$ cat config.mk
export PLATFORM = sky130hd
export DESIGN_NAME = gauss_5x5
export DESIGN_NICKNAME = d
export VERILOG_FILES = /design/src/rtl/gauss_5x5_pkg.sv /design/src/rtl/gauss_lane_5x5.sv /design/src/rtl/gauss_5x5.sv
export SDC_FILE = /design/constraint.sdc
export NUM_CORES = 2
export LEC_CHECK = 0
export BUFFER_PORTS_ARGS = -buffer_cell sky130_fd_sc_hd__buf_2
export CAP_MARGIN = 40
export CORE_AREA = 2 2 257 259
export DETAILED_ROUTE_END_ITERATION = 8
export DIE_AREA = 0 0 259 261
export PLACE_DENSITY = 0.69
export SLEW_MARGIN = 20
export SYNTH_ARGS = -nofsm -noshare
export SYNTH_HDL_FRONTEND = slang
export SYNTH_SLANG_ARGS = --single-unit
$ cat constraint.sdc
create_clock -name clock -period 4.2 [get_ports clock]
set_input_delay 0.63 -clock clock [delete_from_list [all_inputs] [get_ports clock]]
set_output_delay 0.63 -clock clock [all_outputs]
set_load 0.01 [all_outputs]
$ cat src/rtl/gauss_5x5_pkg.sv
// Kernel taps, rounding constants and shift-add helpers shared by the 5x5 Gaussian stage.
// Pure declarations: no state, no latency, no flow control.
package gauss_5x5_pkg;

    localparam logic [2:0]  KTAP0      = 3'd1;
    localparam logic [2:0]  KTAP1      = 3'd4;
    localparam logic [2:0]  KTAP2      = 3'd6;
    localparam logic [2:0]  KTAP3      = 3'd4;
    localparam logic [2:0]  KTAP4      = 3'd1;
    localparam int unsigned SHIFT_C    = 8;
    localparam logic [16:0] ROUND_C    = 17'd128;
    localparam int          CENTER_IDX = 12;

    // Constant tap times x using only shifts and adds; taps never exceed 7.
    function automatic logic [15:0] tap_mul(input logic [15:0] x, input logic [2:0] tap);
        return (tap[0] ? x : 16'd0) + (tap[1] ? (x << 1) : 16'd0) + (tap[2] ? (x << 2) : 16'd0);
    endfunction

    function automatic logic [11:0] wsum5(input logic [7:0] a, input logic [7:0] b,
                                          input logic [7:0] c, input logic [7:0] d,
                                          input logic [7:0] e);
        return 12'(tap_mul({8'd0, a}, KTAP0) + tap_mul({8'd0, b}, KTAP1) +
                   tap_mul({8'd0, c}, KTAP2) + tap_mul({8'd0, d}, KTAP3) +
                   tap_mul({8'd0, e}, KTAP4));
    endfunction

endpackage

$ cat src/rtl/gauss_lane_5x5.sv
// One 8-bit lane of the separable 1-4-6-4-1 filter: column sums, row sum, round.
// Two registered stages; y_o is combinational from the second. Never stalls.
module gauss_lane_5x5
    import gauss_5x5_pkg::*;
(
    input  logic         clock,
    input  logic         rst_n,
    input  logic [199:0] win_i,
    output logic [7:0]   y_o
);

    logic [11:0] s_d [5];
    logic [11:0] s_q [5];
    logic [15:0] t_d;
    logic [15:0] t_q;
    logic [16:0] rnd;

    always_comb begin
        for (int c = 0; c < 5; c++) begin
            s_d[c] = wsum5(win_i[(0 + 5*c)*8 +: 8], win_i[(1 + 5*c)*8 +: 8],
                           win_i[(2 + 5*c)*8 +: 8], win_i[(3 + 5*c)*8 +: 8],
                           win_i[(4 + 5*c)*8 +: 8]);
        end
        t_d = tap_mul({4'd0, s_q[0]}, KTAP0) + tap_mul({4'd0, s_q[1]}, KTAP1) +
              tap_mul({4'd0, s_q[2]}, KTAP2) + tap_mul({4'd0, s_q[3]}, KTAP3) +
              tap_mul({4'd0, s_q[4]}, KTAP4);
    end

    always_ff @(posedge clock or negedge rst_n) begin
        if (!rst_n) begin
            for (int c = 0; c < 5; c++) s_q[c] <= '0;
            t_q <= '0;
        end else begin
            for (int c = 0; c < 5; c++) s_q[c] <= s_d[c];
            t_q <= t_d;
        end
    end

    // Full-scale t rounds to at most 255, so the low 8 bits of the quotient are exact.
    assign rnd = {1'b0, t_q} + ROUND_C;
    assign y_o = 8'(rnd >> SHIFT_C);

endmodule

$ cat src/rtl/gauss_5x5.sv
// 5x5 Gaussian smoothing stage; border pixels and disabled frames pass the centre through.
// Fixed 3-clock latency, one pixel per clock, no backpressure.
module gauss_5x5
    import gauss_5x5_pkg::*;
#(
    parameter int DSIZE        = 24,
    parameter int VIDEO_WIDTH  = 1920,
    parameter int VIDEO_HEIGHT = 1080
)(
    input  logic               clock,
    input  logic               rst_n,
    input  logic               enable,
    input  logic               invs,
    input  logic               inde,
    input  logic [DSIZE*25-1:0] indata,
    output logic               outvs,
    output logic               outde,
    output logic [DSIZE-1:0]   outdata
);

    localparam int LANES = DSIZE / 8;
    localparam int CW    = $clog2(VIDEO_WIDTH);
    localparam int RW    = $clog2(VIDEO_HEIGHT);
    localparam logic [CW-1:0] COL_MAX = CW'(VIDEO_WIDTH - 1);
    localparam logic [CW-1:0] COL_LO  = CW'(2);
    localparam logic [CW-1:0] COL_HI  = CW'(VIDEO_WIDTH - 3);
    localparam logic [RW-1:0] ROW_MAX = RW'(VIDEO_HEIGHT - 1);
    localparam logic [RW-1:0] ROW_LO  = RW'(2);
    localparam logic [RW-1:0] ROW_HI  = RW'(VIDEO_HEIGHT - 3);

    logic             invs_q, inde_q, en_frame_q, en_frame_d;
    logic [CW-1:0]    col_q, col_d;
    logic [RW-1:0]    row_q, row_d, row_cur;
    logic             vs_rise, de_fall, border, sel_d;
    logic             vs1_q, de1_q, sel1_q, vs2_q, de2_q, sel2_q;
    logic [DSIZE-1:0] ctr1_q, ctr2_q, y_all, outdata_d;
    logic             outvs_q, outde_q;
    logic [DSIZE-1:0] outdata_q;

    // Position and frame-enable are resolved for the pixel on the inputs this cycle.
    always_comb begin
        vs_rise    = invs & ~invs_q;
        de_fall    = inde_q & ~inde;
        col_d      = '0;
        if (inde) col_d = (col_q == COL_MAX) ? col_q : col_q + CW'(1);
        row_cur    = vs_rise ? '0 : row_q;
        row_d      = row_cur;
        if (!vs_rise && de_fall && row_q != ROW_MAX) row_d = row_q + RW'(1);
        en_frame_d = vs_rise ? enable : en_frame_q;
        border     = (col_q < COL_LO) || (col_q > COL_HI) ||
                     (row_cur < ROW_LO) || (row_cur > ROW_HI);
        sel_d      = en_frame_d & ~border;
        outdata_d  = '0;
        if (de2_q) outdata_d = sel2_q ? y_all : ctr2_q;
    end

    always_ff @(posedge clock or negedge rst_n) begin
        if (!rst_n) begin
            invs_q     <= 1'b0;
            inde_q     <= 1'b0;
            en_frame_q <= 1'b0;
            col_q      <= '0;
            row_q      <= '0;
            vs1_q      <= 1'b0;
            de1_q      <= 1'b0;
            sel1_q     <= 1'b0;
            ctr1_q     <= '0;
            vs2_q      <= 1'b0;
            de2_q      <= 1'b0;
            sel2_q     <= 1'b0;
            ctr2_q     <= '0;
            outvs_q    <= 1'b0;
            outde_q    <= 1'b0;
            outdata_q  <= '0;
        end else begin
            invs_q     <= invs;
            inde_q     <= inde;
            en_frame_q <= en_frame_d;
            col_q      <= col_d;
            row_q      <= row_d;
            vs1_q      <= invs;
            de1_q      <= inde;
            sel1_q     <= sel_d;
            ctr1_q     <= indata[CENTER_IDX*DSIZE +: DSIZE];
            vs2_q      <= vs1_q;
            de2_q      <= de1_q;
            sel2_q     <= sel1_q;
            ctr2_q     <= ctr1_q;
            outvs_q    <= vs2_q;
            outde_q    <= de2_q;
            outdata_q  <= outdata_d;
        end
    end

    for (genvar l = 0; l < LANES; l++) begin : g_lane
        logic [199:0] win;
        for (genvar k = 0; k < 25; k++) begin : g_tap
            assign win[k*8 +: 8] = indata[k*DSIZE + l*8 +: 8];
        end
        gauss_lane_5x5 u_lane (
            .clock (clock),
            .rst_n (rst_n),
            .win_i (win),
            .y_o   (y_all[l*8 +: 8])
        );
    end

    assign outvs   = outvs_q;
    assign outde   = outde_q;
    assign outdata = outdata_q;

endmodule

# Yosys cells after proc, flatten, opt, wreduce, memory -nomap -nowiden

Index checks and enable logic that the tools add are counted.

Flip-flop bits (word level): 331
Bits of input ports: 605
Output and inout port bits: 26
Logic and storage cells: 153

Add/subtract/negate cells: 95
Order comparisons: 4
Eq/ne operators: 3
Multiplexer cells: 7
Bitwise gates (word level): 6
Reductions and logical operators: 6

Operators by type and width:

| kind                    | count |
|---|---|
| $add A12 B10 Y12        | 15 |
| $add A12 B8 Y12         | 15 |
| $add A8 B10 Y11         | 15 |
| $add A9 B10 Y11         | 15 |
| $add A12 B12 Y12        | 9 |
| $add A11 B11 Y12        | 6 |
| $add A15 B15 Y16        | 3 |
| $add A16 B12 Y16        | 3 |
| $add A16 B14 Y16        | 3 |
| $add A16 B8 Y16 const B | 3 |
| $mux W24                | 2 |
| $add A12 B14 Y15        | 3 |
| $add A13 B14 Y15        | 3 |
| $mux W11                | 4 |
| $add A11 B1 Y11 const B | 2 |
| $gt A11 B11 Y1 const B  | 2 |
| $lt A11 B2 Y1 const B   | 2 |
| $eq A11 B11 Y1 const B  | 1 |
| $ne A11 B11 Y1 const B  | 1 |
| $and A1 B1 Y1           | 3 |
| $logic_or A1 B1 Y1      | 3 |
| $not A1 Y1              | 3 |
| $logic_and A1 B1 Y1     | 2 |
| $ne A2 B2 Y1 const B    | 1 |
| other kinds (2)         | 2 |

# Depth between registers and ports, before layout

Depth after elaboration: 8
Depth in mapped cells: 18
Mapped depth without buffers: 18

# Hierarchy

A second synthesis with hierarchy kept.

Cells, all modules: 2680
Area total of the unflattened synthesis: 30854.6 um^2

By module, submodules not included:

| module                            | instances | cells each | area an instance (um^2) | sequential area each (um^2) |
|---|---|---|---|---|
| gauss_lane_5x5 (g_lane[2].u_lane) | 1         | 936        | 9611.7                  | 1726.7 |
| gauss_lane_5x5 (g_lane[0].u_lane) | 1         | 747        | 8851.0                  | 1726.7 |
| gauss_lane_5x5 (g_lane[1].u_lane) | 1         | 727        | 8683.3                  | 1726.7 |
| gauss_5x5                         | 1         | 270        | 3708.6                  | 2577.5 |

# Worst setup path before layout

Ideal clock, no wire load.

Path type: input port to flip-flop
From: input indata[10]
To: register g_lane[1].u_lane.s_q[59] in the netlist's numbering
Setup time: 116 ps
Arrival time: 4003 ps
Data required time: 4084 ps
Setup slack: 81 ps
Stages: 15
Path buffers: 0
Cells stage by stage: ha_1 > inv_1 > fa_1 > inv_1 > fa_1 > inv_1 > fa_1 > inv_1 > ha_1 > a21o_1 > a21oi_1 > o21ai_0 > or4_1 > a2111o_1 > o311ai_0

RTL lines:

| element     | line                 | RTL |
|---|---|---|
| from (decl) | gauss_5x5.sv:15      | `input logic [DSIZE*25-1:0] indata,` |
| to (decl)   | gauss_lane_5x5.sv:13 | `logic [11:0] s_q [5];` |

# Worst setup path after layout

From: register g_lane[2].u_lane.s_q[28] in the netlist's numbering
To: register g_lane[2].u_lane.t_q[14]

Cells in the longest elaborated chain, start to end: 4

Ends and longest elaborated chain:

| element                      | line                 | RTL |
|---|---|---|
| from (decl)                  | gauss_lane_5x5.sv:13 |  |
| $add A13 B14 Y15             | gauss_5x5_pkg.sv:16  | `return (tap[0] ? x : 16'd0) + (tap[1] ? (x << 1) : 16'd0) + (tap[2] ? (x << 2) : 16'd0);` |
| $add A15 B15 Y16             | gauss_lane_5x5.sv:24 | `t_d = tap_mul({4'd0, s_q[0]}, KTAP0) + tap_mul({4'd0, s_q[1]}, KTAP1) +` |
| $add A16 B14 Y16             | gauss_lane_5x5.sv:25 | `tap_mul({4'd0, s_q[2]}, KTAP2) + tap_mul({4'd0, s_q[3]}, KTAP3) +` |
| $add A16 B12 Y16             | gauss_lane_5x5.sv:25 |  |
| net g_lane[2].u_lane.t_d[14] | gauss_lane_5x5.sv:14 | `logic [15:0] t_d;` |
| to (signal assigned)         | gauss_lane_5x5.sv:35 | `t_q <= t_d;` |
| to (decl)                    | gauss_lane_5x5.sv:15 | `logic [15:0] t_q;` |

The timed path passes the listed nets, and every way through them passes these cells.
A chain may end at the register's enable or synchronous reset.

==> flow_summary.ini <==
[floorplan]
rows = 94
die_x_um = 259
fp.dieArea_mm2 = 0.0676
ios = 631
start_util = 0.495
core_area_mm2 = 0.0650
die_h_um = 261

[logic_synthesis]
yosys.area.top_type_share = 0.297
synth_area_leader_cell = fa_1
synthArstFlopShare = 1.00
synth.most_common_cell = inv_1
ys_seq_area_frac = 0.241
yosys-top-cells-area = fa_1 (30%), dfrtp_1 (24%), ha_1 (15%)
synth.ff_latch_count = 310
synth_edf_count = 0
netlist_instances = 3025
synth_commonest_cells = inv_1 (720), fa_1 (477), ha_1 (375)
synth_area_per_cell_um2 = 10.6
synth_cell_types = 67
syn_nets = 4482
syn-cell-area_mm2 = 0.0322
yosys_warnings = 0
synth-main-ff-cell = dfrtp_1

[clock_network]
ctsHoldBuffers = 0
clockBufferDepth = 3
cts_tree = built
clk_latency_ns = 0.57
numCtsBuffers = 38
root_buffer = clkbuf_16
clock_sinks = 310
clk_pin_slew_ns = 0.06
ctsHtreeMaxLevel = 2

[timing]
final_hold_viol_count = 0
rsz0062_at_grt = no
report.final.slew_viol_count = 0
fin_crit_sh = 0.969
relSlewSlack = 0.371
worst_slew_pin_slew_ns = 0.943
final-setup-viol-count = 0
min_period_ns = 4.07
clock_skew_ns = 0.0262
fmax_ghz = 0.246

[worst_setup_path]
critPathKind = reg2reg
end_kind = register
r2r-start = g_lane[2].u_lane.s_q[28]$_DFF_PN0_
critPathRequiredTime_ns = 4.66
rrSetupSlack_ns = 0.13
reg2reg_depth = 17
worstPathArrival_ns = 4.53
path_common_cell = inv_1
path_cells = inv_1, fa_1, inv_1, fa_1, inv_1, fa_1, inv_1, ha_1, nand4_1, o31ai_1, buf_4, o311ai_2, buf_4, o31ai_1, buf_4, nor3_1, o22a_1
rr_endpoint = g_lane[2].u_lane.t_q[14]$_DFF_PN0_
cp.depth = 17
crit_slowest_cell = fa_1
cp_max_fo = 5
path_delay_family = adder cells
slowest_delay_ns = 0.57
cp_num_buf_inv = 7
cp-start-kind = register

[detailed_routing]
ant_nets = 0
via_per_inst = 4.80
drtIter0Drc = 800
num_vias = 22700
drt_wl_total_mm = 74.8
dr.pass1.iters = 5
avgRoutedWirePerCell_um = 15.8
detail_route.drc_violations = 0

[global_routing]
grt.overflow.total = 0
grt_usage = 0.227
grt_max_degree = 116
antenna_found_initial = 7
grt_pass1_vias = 23600
grt_pass1_wl_mm = 120

[placement]
place_congestion = 0.933
portBuffers = 630
hpwl_mm = 66.5
placed_cell_area_mm2 = 0.0375

[final_layout]
drive_above_1_share = 0.224
syn_to_final_growth_pct = 20.6
fin_area_mm2 = 0.0388
nets = 5284

[flow_run]
drv_cap = 0

[worst_hold_path]
hp-class = in2async

[outcome]
status = finished clean
-- layer usage --
layer | GRT usage | vias up | share of wire
li1 | - | 11100 | -
met1 | 0.298 | 10900 | 0.43
met2 | 0.392 | 480 | 0.50
met3 | 0.0367 | 92 | 0.049
met4 | 0.0597 | 6 | 0.026
met5 | 0 | - | 0.00056
-- kinds of logic (layout without fill, tap and decap cells) --
family                   after synthesis  in the layout  synth area share
AO/OA/AOI/OAI                        407            407            0.0857
AND/OR/NAND/NOR                      457            457            0.0722
other                                  0              3                 0
flip-flops                           310            310             0.241
XOR/XNOR                             254            254            0.0691
adder cells (fa/ha/maj)              852            852             0.442
multiplexers                          12             12           0.00408
buffers and inverters                733           1564            0.0856
-- placed cells by master, fill, tap and decap left out, drive strengths merged, types with 74 or more instances in the layout --
master	Yosys	routed
a21oi	112	112
fa	477	477
buf	2	775
nor2	119	119
inv	720	723
ha	375	375
nand2	90	90
xor2	74	74
a21o	89	89
xnor2	180	180
dfrtp	310	310
-- how the worst max path moves through the flow --
stage | startpoint | endpoint
2_1_floorplan | indata[10] | g_lane[1].u_lane.s_q[59]$_DFF_PN0_
3_3_place_gp | indata[24] | g_lane[0].u_lane.s_q[59]$_DFF_PN0_
3_5_place_dp | indata[24] | g_lane[0].u_lane.s_q[59]$_DFF_PN0_
4_1_cts | g_lane[2].u_lane.s_q[28]$_DFF_PN0_ | g_lane[2].u_lane.t_q[15]$_DFF_PN0_
5_1_grt | g_lane[2].u_lane.s_q[28]$_DFF_PN0_ | g_lane[2].u_lane.t_q[14]$_DFF_PN0_
6_report | g_lane[2].u_lane.s_q[28]$_DFF_PN0_ | g_lane[2].u_lane.t_q[14]$_DFF_PN0_
-- what timing repair did --
action / in CTS / in global routing
buffers inserted: 0 / 0
endpoints found under the setup margin: 1 / 3
gates cloned: 0 / 0
gates resized for setup: 1 / 3
-- metrics by stage --
step                       util  hold WS (ns)  instances  setup TNS [ns]  setup slack, ns
after floorplan               -         0.331       3025               0           0.0809
after global routing      0.597         0.166       4723               0         0.000854
after global placement    0.576         0.332       4649           -1.43           -0.276
after CTS                 0.597         0.136       4720               0           0.0258
final                     0.597        0.0894       4723               0            0.131
after detailed placement  0.577         0.335       4651           -2.04           -0.266
-- worst register-to-register path: cells and delay by family (launching register included) --
family,cells,cell delay [ns]
adders and majority gates,4,1.87
buffers and inverters,7,0.84
AOI/OAI and AO/OA,4,0.80
DFF,1,0.32
and+or+nand+nor,2,0.15
-- layout make-up --
class	instances	area (um2)
repair buffers	775	4300
well taps	864	1080
clock buffers	51	1060
diodes	3	7.51
inverters	720	2700
multi-input cells	1982	21700
flip-flops and latches	310	7760
fillers	5512	26200
clock inverters	18	229
-- state kept, by name (all words and copies together) (netlist names) --
signal / count
sel1_q: 1
ctr2_q: 24
col_q: 11
vs1_q: 1
de2_q: 1
de1_q: 1
outdata: 24
g_lane.u_lane.t_q: 27
row_q: 11
sel2_q: 1
g_lane.u_lane.s_q: 180
ctr1_q: 24
en_frame_q: 1
outvs: 1
vs2_q: 1
outde: 1
Power is not shown: default switching activity piles up to over one toggle a cycle in this logic, so the estimate is an artifact.
